<file path="config.mk">
export PLATFORM = sky130hd
export DESIGN_NAME = seg7_scanner_flat
export DESIGN_NICKNAME = d
export VERILOG_FILES = /design/src/rtl/seg7_scanner_pkg.sv /design/src/rtl/seg7_scanner_if.sv /design/src/rtl/seg7_scanner_hex_to_seg7.sv /design/src/rtl/seg7_scanner.sv /design/src/flat_wrapper.sv
export SDC_FILE = /design/constraint.sdc
export NUM_CORES = 1
export LEC_CHECK = 0
export ABC_CLOCK_PERIOD_IN_PS = 3200
export CAP_MARGIN = 20
export CORE_MARGIN = 8
export CORE_UTILIZATION = 45
export DETAILED_ROUTE_END_ITERATION = 8
export GPL_TIMING_DRIVEN = 1
export PLACE_DENSITY = 0.67
export SETUP_SLACK_MARGIN = 0.3
export SLEW_MARGIN = 5
export SYNTH_ARGS = -nofsm -noshare
export SYNTH_HDL_FRONTEND = slang
export SYNTH_HIERARCHICAL = 1
export SYNTH_SLANG_ARGS = --single-unit
</file>
<file path="constraint.sdc">
create_clock -name CLK -period 3.2 [get_ports CLK]
set_input_delay 0.96 -clock CLK [delete_from_list [all_inputs] [get_ports CLK]]
set_output_delay 0.96 -clock CLK [all_outputs]
set_load 0.01 [all_outputs]
</file>
<file path="src/rtl/seg7_scanner_pkg.sv">
// Shared types and constants for the seg7_scanner display stage:
// scan states, blanking constants and the active-low hex font.
package seg7_pkg;

    typedef enum logic [1:0] {
        S_GAP0 = 2'd0,
        S_ON0  = 2'd1,
        S_GAP1 = 2'd2,
        S_ON1  = 2'd3
    } scan_state_e;

    localparam logic [6:0] SEG_BLANK = 7'h7F;
    localparam logic [1:0] AN_OFF    = 2'b11;
    localparam logic [1:0] AN_LOW    = 2'b10;
    localparam logic [1:0] AN_HIGH   = 2'b01;
    localparam logic [1:0] LED_RST   = 2'b11;

    // Active-low {g,f,e,d,c,b,a}, indexed by hex value 0..F.
    localparam logic [0:15][6:0] FONT = '{
        7'h40, 7'h79, 7'h24, 7'h30, 7'h19, 7'h12, 7'h02, 7'h78,
        7'h00, 7'h10, 7'h08, 7'h03, 7'h46, 7'h21, 7'h06, 7'h0E
    };

    function automatic logic [6:0] font_lookup(input logic [3:0] hex);
        return FONT[hex];
    endfunction

endpackage

</file>
<file path="src/rtl/seg7_scanner_if.sv">
// Bus between the front-panel selector side and the seg7_scanner display stage.
interface seg7_scanner_if;
    logic [7:0] SEG_IN;
    logic [1:0] LED_IN;
    logic       DISP_EN;
    logic [1:0] AN_OUT;
    logic [6:0] SEG_OUT;
    logic [1:0] LED_OUT;

    modport master (
        output SEG_IN, LED_IN, DISP_EN,
        input  AN_OUT, SEG_OUT, LED_OUT
    );

    modport slave (
        input  SEG_IN, LED_IN, DISP_EN,
        output AN_OUT, SEG_OUT, LED_OUT
    );
endinterface

</file>
<file path="src/rtl/seg7_scanner_hex_to_seg7.sv">
// Combinational 4-bit hex to active-low 7-segment decode.
module hex_to_seg7
    import seg7_pkg::*;
(
    input  logic [3:0] hex_i,
    output logic [6:0] seg_o
);

    assign seg_o = font_lookup(hex_i);

endmodule

</file>
<file path="src/rtl/seg7_scanner.sv">
// Two-digit time-multiplexed common-anode 7-segment scanner with per-slot blanking
// gap and per-frame snapshot. Optional macro SEG7_SCANNER_LZ_BLANK_EN blanks a leading zero.
module seg7_scanner
    import seg7_pkg::*;
#(
    parameter int PRESCALE   = 50000,
    parameter int GAP_CYCLES = 16
) (
    input  logic           CLK,
    input  logic           RST,
    seg7_scanner_if.slave  bus
);

    localparam int CW = $clog2(PRESCALE);
    localparam logic [CW-1:0] CNT_LAST = CW'(PRESCALE - 1);
    localparam logic [CW-1:0] GAP_LAST = CW'((GAP_CYCLES == 0) ? 0 : GAP_CYCLES - 1);
    // With no gap the frame opens directly on the low digit.
    localparam scan_state_e FIRST_STATE = (GAP_CYCLES == 0) ? S_ON0 : S_GAP0;

    scan_state_e   state_q, state_d;
    logic [CW-1:0] cnt_q, cnt_d;
    logic [7:0]    snap_q, snap_d;
    logic [1:0]    an_q, an_d;
    logic [6:0]    seg_q, seg_d;
    logic [1:0]    led_q, led_d;
    logic          cnt_last_s;
    logic [3:0]    digit_s;
    logic [6:0]    font_s;

    hex_to_seg7 u_hex_to_seg7 (
        .hex_i (digit_s),
        .seg_o (font_s)
    );

    // Slot counter, scan FSM next state and frame snapshot.
    always_comb begin
        cnt_last_s = (cnt_q == CNT_LAST);
        cnt_d      = cnt_last_s ? '0 : cnt_q + CW'(1);
        state_d    = state_q;
        case (state_q)
            S_GAP0: begin
                if (cnt_q == GAP_LAST) state_d = S_ON0;
                else                   state_d = S_GAP0;
            end
            S_ON0: begin
                if (cnt_last_s) state_d = (GAP_CYCLES == 0) ? S_ON1 : S_GAP1;
                else            state_d = S_ON0;
            end
            S_GAP1: begin
                if (cnt_q == GAP_LAST) state_d = S_ON1;
                else                   state_d = S_GAP1;
            end
            S_ON1: begin
                if (cnt_last_s) state_d = (GAP_CYCLES == 0) ? S_ON0 : S_GAP0;
                else            state_d = S_ON1;
            end
            default: state_d = FIRST_STATE;
        endcase
        // Digits read the next snapshot so the first lit cycle of a frame is never stale.
        if ((state_q == FIRST_STATE) && (cnt_q == '0)) snap_d = bus.SEG_IN;
        else                                            snap_d = snap_q;
        digit_s = (state_q == S_ON1) ? snap_d[7:4] : snap_d[3:0];
    end

    // Output decode for the registered anode, cathode and LED values.
    always_comb begin
        an_d  = AN_OFF;
        seg_d = SEG_BLANK;
        led_d = bus.LED_IN;
        if (bus.DISP_EN) begin
            case (state_q)
                S_ON0: begin
                    an_d  = AN_LOW;
                    seg_d = font_s;
                end
                S_ON1: begin
`ifdef SEG7_SCANNER_LZ_BLANK_EN
                    if (snap_d[7:4] == 4'h0) begin
                        an_d  = AN_OFF;
                        seg_d = SEG_BLANK;
                    end else begin
                        an_d  = AN_HIGH;
                        seg_d = font_s;
                    end
`else
                    an_d  = AN_HIGH;
                    seg_d = font_s;
`endif
                end
                default: begin
                    an_d  = AN_OFF;
                    seg_d = SEG_BLANK;
                end
            endcase
        end else begin
            an_d  = AN_OFF;
            seg_d = SEG_BLANK;
        end
    end

    // State, counter, snapshot and output registers.
    always_ff @(posedge CLK) begin
        if (RST) begin
            state_q <= FIRST_STATE;
            cnt_q   <= '0;
            snap_q  <= 8'h00;
            an_q    <= AN_OFF;
            seg_q   <= SEG_BLANK;
            led_q   <= LED_RST;
        end else begin
            state_q <= state_d;
            cnt_q   <= cnt_d;
            snap_q  <= snap_d;
            an_q    <= an_d;
            seg_q   <= seg_d;
            led_q   <= led_d;
        end
    end

    assign bus.AN_OUT  = an_q;
    assign bus.SEG_OUT = seg_q;
    assign bus.LED_OUT = led_q;

endmodule

</file>
<file path="src/flat_wrapper.sv">
// flat-port wrapper written by rule: the top's interface ports become plain ports
module seg7_scanner_flat import seg7_pkg::*;
#(
    parameter int PRESCALE   = 50000,
    parameter int GAP_CYCLES = 16
)
  (CLK, RST, bus_SEG_IN, bus_LED_IN, bus_DISP_EN, bus_AN_OUT, bus_SEG_OUT, bus_LED_OUT);
  seg7_scanner_if bus_i ();
  input  logic CLK;
  input  logic RST;
  input wire logic [$bits(bus_i.SEG_IN)-1:0] bus_SEG_IN;
  input wire logic [$bits(bus_i.LED_IN)-1:0] bus_LED_IN;
  input wire logic [$bits(bus_i.DISP_EN)-1:0] bus_DISP_EN;
  output wire logic [$bits(bus_i.AN_OUT)-1:0] bus_AN_OUT;
  output wire logic [$bits(bus_i.SEG_OUT)-1:0] bus_SEG_OUT;
  output wire logic [$bits(bus_i.LED_OUT)-1:0] bus_LED_OUT;
  assign bus_i.SEG_IN = bus_SEG_IN;
  assign bus_i.LED_IN = bus_LED_IN;
  assign bus_i.DISP_EN = bus_DISP_EN;
  assign bus_AN_OUT = bus_i.AN_OUT;
  assign bus_SEG_OUT = bus_i.SEG_OUT;
  assign bus_LED_OUT = bus_i.LED_OUT;
  seg7_scanner #(.PRESCALE(PRESCALE), .GAP_CYCLES(GAP_CYCLES)) u_core (.CLK(CLK), .RST(RST), .bus(bus_i));
endmodule
</file>
==> flow_metrics.tcl, run 1 <==
set metrics [dict create \
    slew_violations 0 \
    cts_tree "yes" \
    grt_pass1_wl_um 6240 \
    first_pass_iters 4 \
    worstSkewPairLatency_ns 0.28 \
    ys_seq_area_frac 0.411 \
    fin_area_mm2 0.00226 \
    antenna_found_initial 0 \
    worst_pin_slew_ns 0.498 \
    fmax_mhz 352 \
    port_buffers 23 \
    finalHoldViolCount 0 \
    clock_path_buffers 2 \
    fin_nets 264 \
    cts_made_buffers 5 \
    die_w_um 79.3 \
    critPathKind "reg -> reg" \
    floorplan.initialDensity 0.460 \
    hold_class "reg -> reg" \
    grt_pass1_vias 1409 \
    clock_sinks 37 \
    fillCellCount 387 \
    clk_pin_slew_ns 0.07 \
    ys_seq_elements 37 \
    cts-root-buf "clkbuf_8" \
    final_common_cell "dfxtp_1" \
    synth-edff-count 0 \
    synth_area_mm2 0.00180 \
    ios 24 \
    htree_levels 2 \
    gp_congestion 0.815 \
    placeableCoreArea_mm2 0.00391 \
    multi_input_area_um2 978 \
    whs_ns 0.463 \
    worst_ir_drop_vdd_v 0.000232 \
    synth_nets 227 \
    ys_async_sr_fraction 0 \
    setup_tns_ns 0 \
    seqCellArea_um2 748 \
    place_area_mm2 0.00208 \
    syn_area_per_cell_um2 8.79 \
    cp_max_fo 5 \
    required_ns 3.37 \
    rsz0062_at_grt "yes" \
    antennaDiodeCount 0 \
    final_cell_mix "dfxtp_1 (35), clkdlybuf4s50_1 (23), nor2_1 (20)" \
    vias_per_cell 5.09 \
    area_growth_pct 25.3 \
    grt_max_degree 16 \
    status "finished, final reports clean" \
    hpwlAfterDp_um 2640 \
    slew_headroom 0.668 \
    yosysWarnings 6 \
    ys.flop_type "dfxtp_1" \
    timing.max_cap.violations 0 \
    end_kind "register" \
    cp.arrival_ns 3.01 \
    drtIter0Drc 45 \
    drtAntennaViolNets 0 \
    fin_crit_sh 0.887 \
    grt_overflow 0 \
    setup_viol 0 \
    netlist_instances 205 \
    row_count 23 \
    p_leak_nw 0.882 \
    die_area_mm2 0.00628 \
    power.density_mw_per_mm2 430 \
    worstSetupStartpointType "register" \
    drive_gt1_frac 0.165 \
    grt_use_total 0.121 \
    drc 0 \
    wl_per_cell_um 12.8 \
    via_count 1492 \
    routed_wirelength_um 3750 \
    synth.distinct_cells 42 \
    period_needed_ns 2.84 \
    skew_ns 0.00439 \
    die_h_um 79.3 \
]
-- state kept, by name (all words and copies together) (netlist names) --
name	flops
u_core/bus.AN_OUT	2
u_core/bus.LED_OUT	2
u_core/bus.SEG_OUT	7
u_core/cnt_q	16
u_core/snap_q	8
u_core/state_q	2
-- cell type report --
type                            instances  share of cell area
Multi-Input combinational cell        150               0.433
Sequential cell                        37               0.331
Timing Repair Buffer                   40               0.159
Clock buffer                            8              0.0355
Tap cell                               50              0.0277
Inverter                                8              0.0133
-- timing repair --
item,4_1_cts,5_1_grt
resized for setup,0,8
hold buffers,0,0
setup endpoints to repair,0,4
buffers inserted,0,11
-- synthesized netlist by cell type, types with 3 or more instances --
cell type	number	area [um^2]
a21oi_1	13	65.1
a31oi_1	5	31.3
and4_1	3	26.3
clkbuf_1	4	15.0
dfxtp_1	37	741
ha_1	9	113
inv_1	7	26.3
nand2_1	10	37.5
nand2b_1	3	18.8
nand3_1	17	85.1
nand4_1	5	31.3
nor2_1	20	75.1
o21a_1	3	22.5
o21ai_1	10	50.1
o21ai_2	4	35.0
or2_1	11	68.8
or4_1	3	22.5
xnor2_1	3	26.3
xor2_1	9	78.8
-- metrics by stage --
| stage | instances | util | setup slack [ns] | power [W] |
|---|---|---|---|---|
| 4_1_cts | 282 | 0.551 | 0.322 | 0.000970 |
| 3_3_place_gp | 274 | 0.531 | 0.336 | 0.000654 |
| 3_5_place_dp | 274 | 0.531 | 0.336 | 0.000654 |
| 5_1_grt | 293 | 0.577 | 0.263 | 0.00102 |
| 2_1_floorplan | 205 | - | 0.353 | 0.000607 |
| 6_report | 293 | 0.577 | 0.363 | 0.000970 |
-- cell families (layout without fill, tap and decap cells) --
group,count (synthesis),count (layout),share of synthesized area
xor+xnor,12,12,0.0583
buf+inv,18,56,0.0507
mux,2,2,0.0118
flops,37,37,0.411
compound gates,40,40,0.133
simple gates,87,87,0.273
fa+ha+maj,9,9,0.0625
-- critical path, cell delays in order, from the launching register on --
cell and delay (ns):
dfxtp_4 0.36, or4_4 0.56, or4_4 0.58, o21ai_2 0.17
a31oi_1 0.10, buf_4 0.16, ha_2 0.18, or2_1 0.24
a21oi_1 0.15, a31oi_1 0.05, or2_1 0.20
-- layer usage --
layer,vias to the layer above,part of all wire,track usage
met2,29,0.46,0.196
met5,-,0,0
li1,793,-,-
met3,6,0.056,0.0305
met4,0,0.0069,0.0537
met1,664,0.48,0.147
-- worst paths after layout --
path / startpoint / end / slack, ns / cells past startpoint
worst max-delay path: u_core/cnt_q[9] / u_core/bus.SEG_OUT[3] / 0.36 / 10
worst min-delay path: u_core/snap_q[1] / u_core/snap_q[1] / 0.46 / 2
worst max register to register: u_core/cnt_q[9] / u_core/bus.SEG_OUT[3] / 0.36 / 10
worst min register to register: u_core/snap_q[1] / u_core/snap_q[1] / 0.46 / 2
-- power breakdown --
group / switching [W] / internal, W / total, W
clock network: 0.000154 / 0.000155 / 0.000308
registers: 0.00000988 / 0.000473 / 0.000483
logic: 0.0000888 / 0.0000903 / 0.000179
total: 0.000252 / 0.000718 / 0.000970
Power figures use the tool's default switching activity.
==> inputs of run 2 (changes only) <==
--- a/config.mk
+++ b/config.mk
@@ -13,7 +13,7 @@
 export GPL_TIMING_DRIVEN = 1
 export PLACE_DENSITY = 0.67
 export SETUP_SLACK_MARGIN = 0.3
-export SLEW_MARGIN = 5
+export SLEW_MARGIN = 20
 export SYNTH_ARGS = -nofsm -noshare
 export SYNTH_HDL_FRONTEND = slang
 export SYNTH_HIERARCHICAL = 1
==> results of run 2 <==
No change in the layout: final DEF, timing and power equal those of run 1.
==> inputs of run 3 (changes only) <==
--- a/config.mk
+++ b/config.mk
@@ -7,7 +7,7 @@
 export LEC_CHECK = 0
 export ABC_CLOCK_PERIOD_IN_PS = 3200
 export CAP_MARGIN = 20
-export CORE_MARGIN = 8
+export CORE_MARGIN = 5
 export CORE_UTILIZATION = 45
 export DETAILED_ROUTE_END_ITERATION = 8
 export GPL_TIMING_DRIVEN = 1
==> flow_metrics.tcl, run 3 (synthesis results as in run 1) <==
set metrics [dict create \
    status "finished, final reports clean" \
    slowest_delay_ns 0.58 \
    cp.arrival_ns 3.03 \
    clk_pin_slew_ns 0.07 \
    r2r-start "u_core/cnt_q[9]" \
    row_count 23 \
    htree_levels 2 \
    whs_ns 0.460 \
    drtAntennaViolNets 0 \
    multi_input_area_um2 980 \
    cp_top_family "simple AND/OR/NAND/NOR gates" \
    placeableCoreArea_mm2 0.00394 \
    top_register "u_core/cnt_q" \
    grt_overflow 0 \
    slew_violations 0 \
    crit_chain "or4_4 > or4_4 > o21ai_2 > a31oi_1 > buf_4 > ha_2 > or2_1 > a21oi_2 > a31oi_1 > or2_1" \
    skew_ns 0.00630 \
    postCtsHoldBufs 0 \
    vias_per_cell 5.16 \
    drtIter0Drc 51 \
    grt_use_total 0.135 \
    floorplan.initialDensity 0.457 \
    path_depth 10 \
    final_common_cell "dfxtp_1" \
    wl_per_cell_um 12.1 \
    grt_pass1_vias 1306 \
    seqCellArea_um2 749 \
    fin_util 0.575 \
    antenna_found_initial 0 \
    port_buffers 23 \
    fmax_mhz 349 \
    period_needed_ns 2.86 \
    fillCellCount 346 \
    finalHoldViolCount 0 \
    timing.max_cap.violations 0 \
    required_ns 3.37 \
    worstSkewPairLatency_ns 0.28 \
    rsz0062_at_grt "yes" \
    slew_headroom 0.656 \
    setup_viol 0 \
    critPathKind "reg -> reg" \
    power.density_mw_per_mm2 470 \
    largest_register_ffs 16 \
    die_w_um 73.3 \
    worstSetupStartpointType "register" \
    worst_pin_slew_ns 0.515 \
    antennaDiodeCount 0 \
    slowest_stage "or4_4" \
    via_count 1490 \
    fin_crit_sh 0.895 \
    end_kind "register" \
    ios 24 \
    die_area_mm2 0.00537 \
    drive_gt1_frac 0.159 \
    rrSetupSlack_ns 0.34 \
    r2r_cells 10 \
    grt_max_degree 17 \
    first_pass_iters 4 \
    cts_tree "yes" \
    worst_ir_drop_vdd_v 0.000352 \
    cp_max_fo 5 \
    cts-root-buf "clkbuf_8" \
    drc 0 \
    critPathBufInv 1 \
    crit_path_end "u_core/bus.SEG_OUT[3]" \
    final_cell_mix "dfxtp_1 (34), clkdlybuf4s50_1 (23), nor2_1 (20)" \
    hold_class "reg -> reg" \
    area_growth_pct 25.8 \
    routed_wirelength_um 3490 \
    finalPower_w 0.00106 \
    fin_nets 260 \
    grt_pass1_wl_um 5780 \
    timing.rr.end "u_core/bus.SEG_OUT[3]" \
    p_leak_nw 0.886 \
    hpwlAfterDp_um 2460 \
    cp-startpoint "u_core/cnt_q[9]" \
    setup_tns_ns 0 \
    clock_path_buffers 2 \
    die_h_um 73.3 \
    cts_made_buffers 5 \
    gp_congestion 0.776 \
    clock_sinks 37 \
]
[run 3: routing by layer]
metal / vias to the layer above / wire length (um) / GRT usage
met5: - / 0 / 0
met3: 4 / 177 / 0.0369
met2: 27 / 1570 / 0.201
li1: 780 / - / -
met1: 679 / 1690 / 0.182
met4: 0 / 47 / 0.0594
[run 3: how the worst min path moves through the flow]
stage | from | end | slack [ns] | cells after the start
after detailed placement | u_core/snap_q[1] | u_core/snap_q[1] | 0.45 | 2
after global routing | u_core/snap_q[1] | u_core/snap_q[1] | 0.50 | 2
final | u_core/snap_q[1] | u_core/snap_q[1] | 0.46 | 2
after global placement | u_core/state_q[1] | u_core/bus.AN_OUT[1] | 0.45 | 1
after floorplan | u_core/state_q[1] | u_core/bus.AN_OUT[1] | 0.41 | 1
after CTS | u_core/snap_q[1] | u_core/snap_q[1] | 0.46 | 2
[run 3: worst register-to-register path, delay by kind of cell, from the launching register on]
kind / cells / cell delay (ns)
AOI/OAI and AO/OA: 4 / 0.46
buffers and inverters: 1 / 0.17
and+or+nand+nor: 4 / 1.59
adders and majority gates: 1 / 0.18
DFF: 1 / 0.36
[run 3: area by class of cell]
| type | count | share of cell area |
|---|---|---|
| clock inverter | 1 | 0.0133 |
| inverter | 8 | 0.0133 |
| clock buffer | 7 | 0.0381 |
| tap | 50 | 0.0276 |
| sequential | 37 | 0.331 |
| timing repair buffer | 36 | 0.145 |
| multi-input combinational | 150 | 0.432 |
[run 3: stage by stage]
stage / area (um^2) / cells / setup slack, ns
finish: 2270 / 289 / 0.336
detailed placement: 2080 / 274 / 0.335
global placement: 2080 / 274 / 0.380
CTS: 2190 / 282 / 0.309
global route: 2270 / 289 / 0.246
floorplan: 1800 / 205 / 0.353
[run 3: what timing repair did]
action,CTS,global route
endpoints found under the setup margin,0,5
resized for setup,0,8
buffers inserted,0,7
[run 3: where the power goes]
group	leakage [nW]	internal (W)	switching (W)
Clock	0.0585	0.000254	0.000157
Combinational	0.525	0.0000833	0.0000868
Sequential	0.303	0.000473	0.0000101
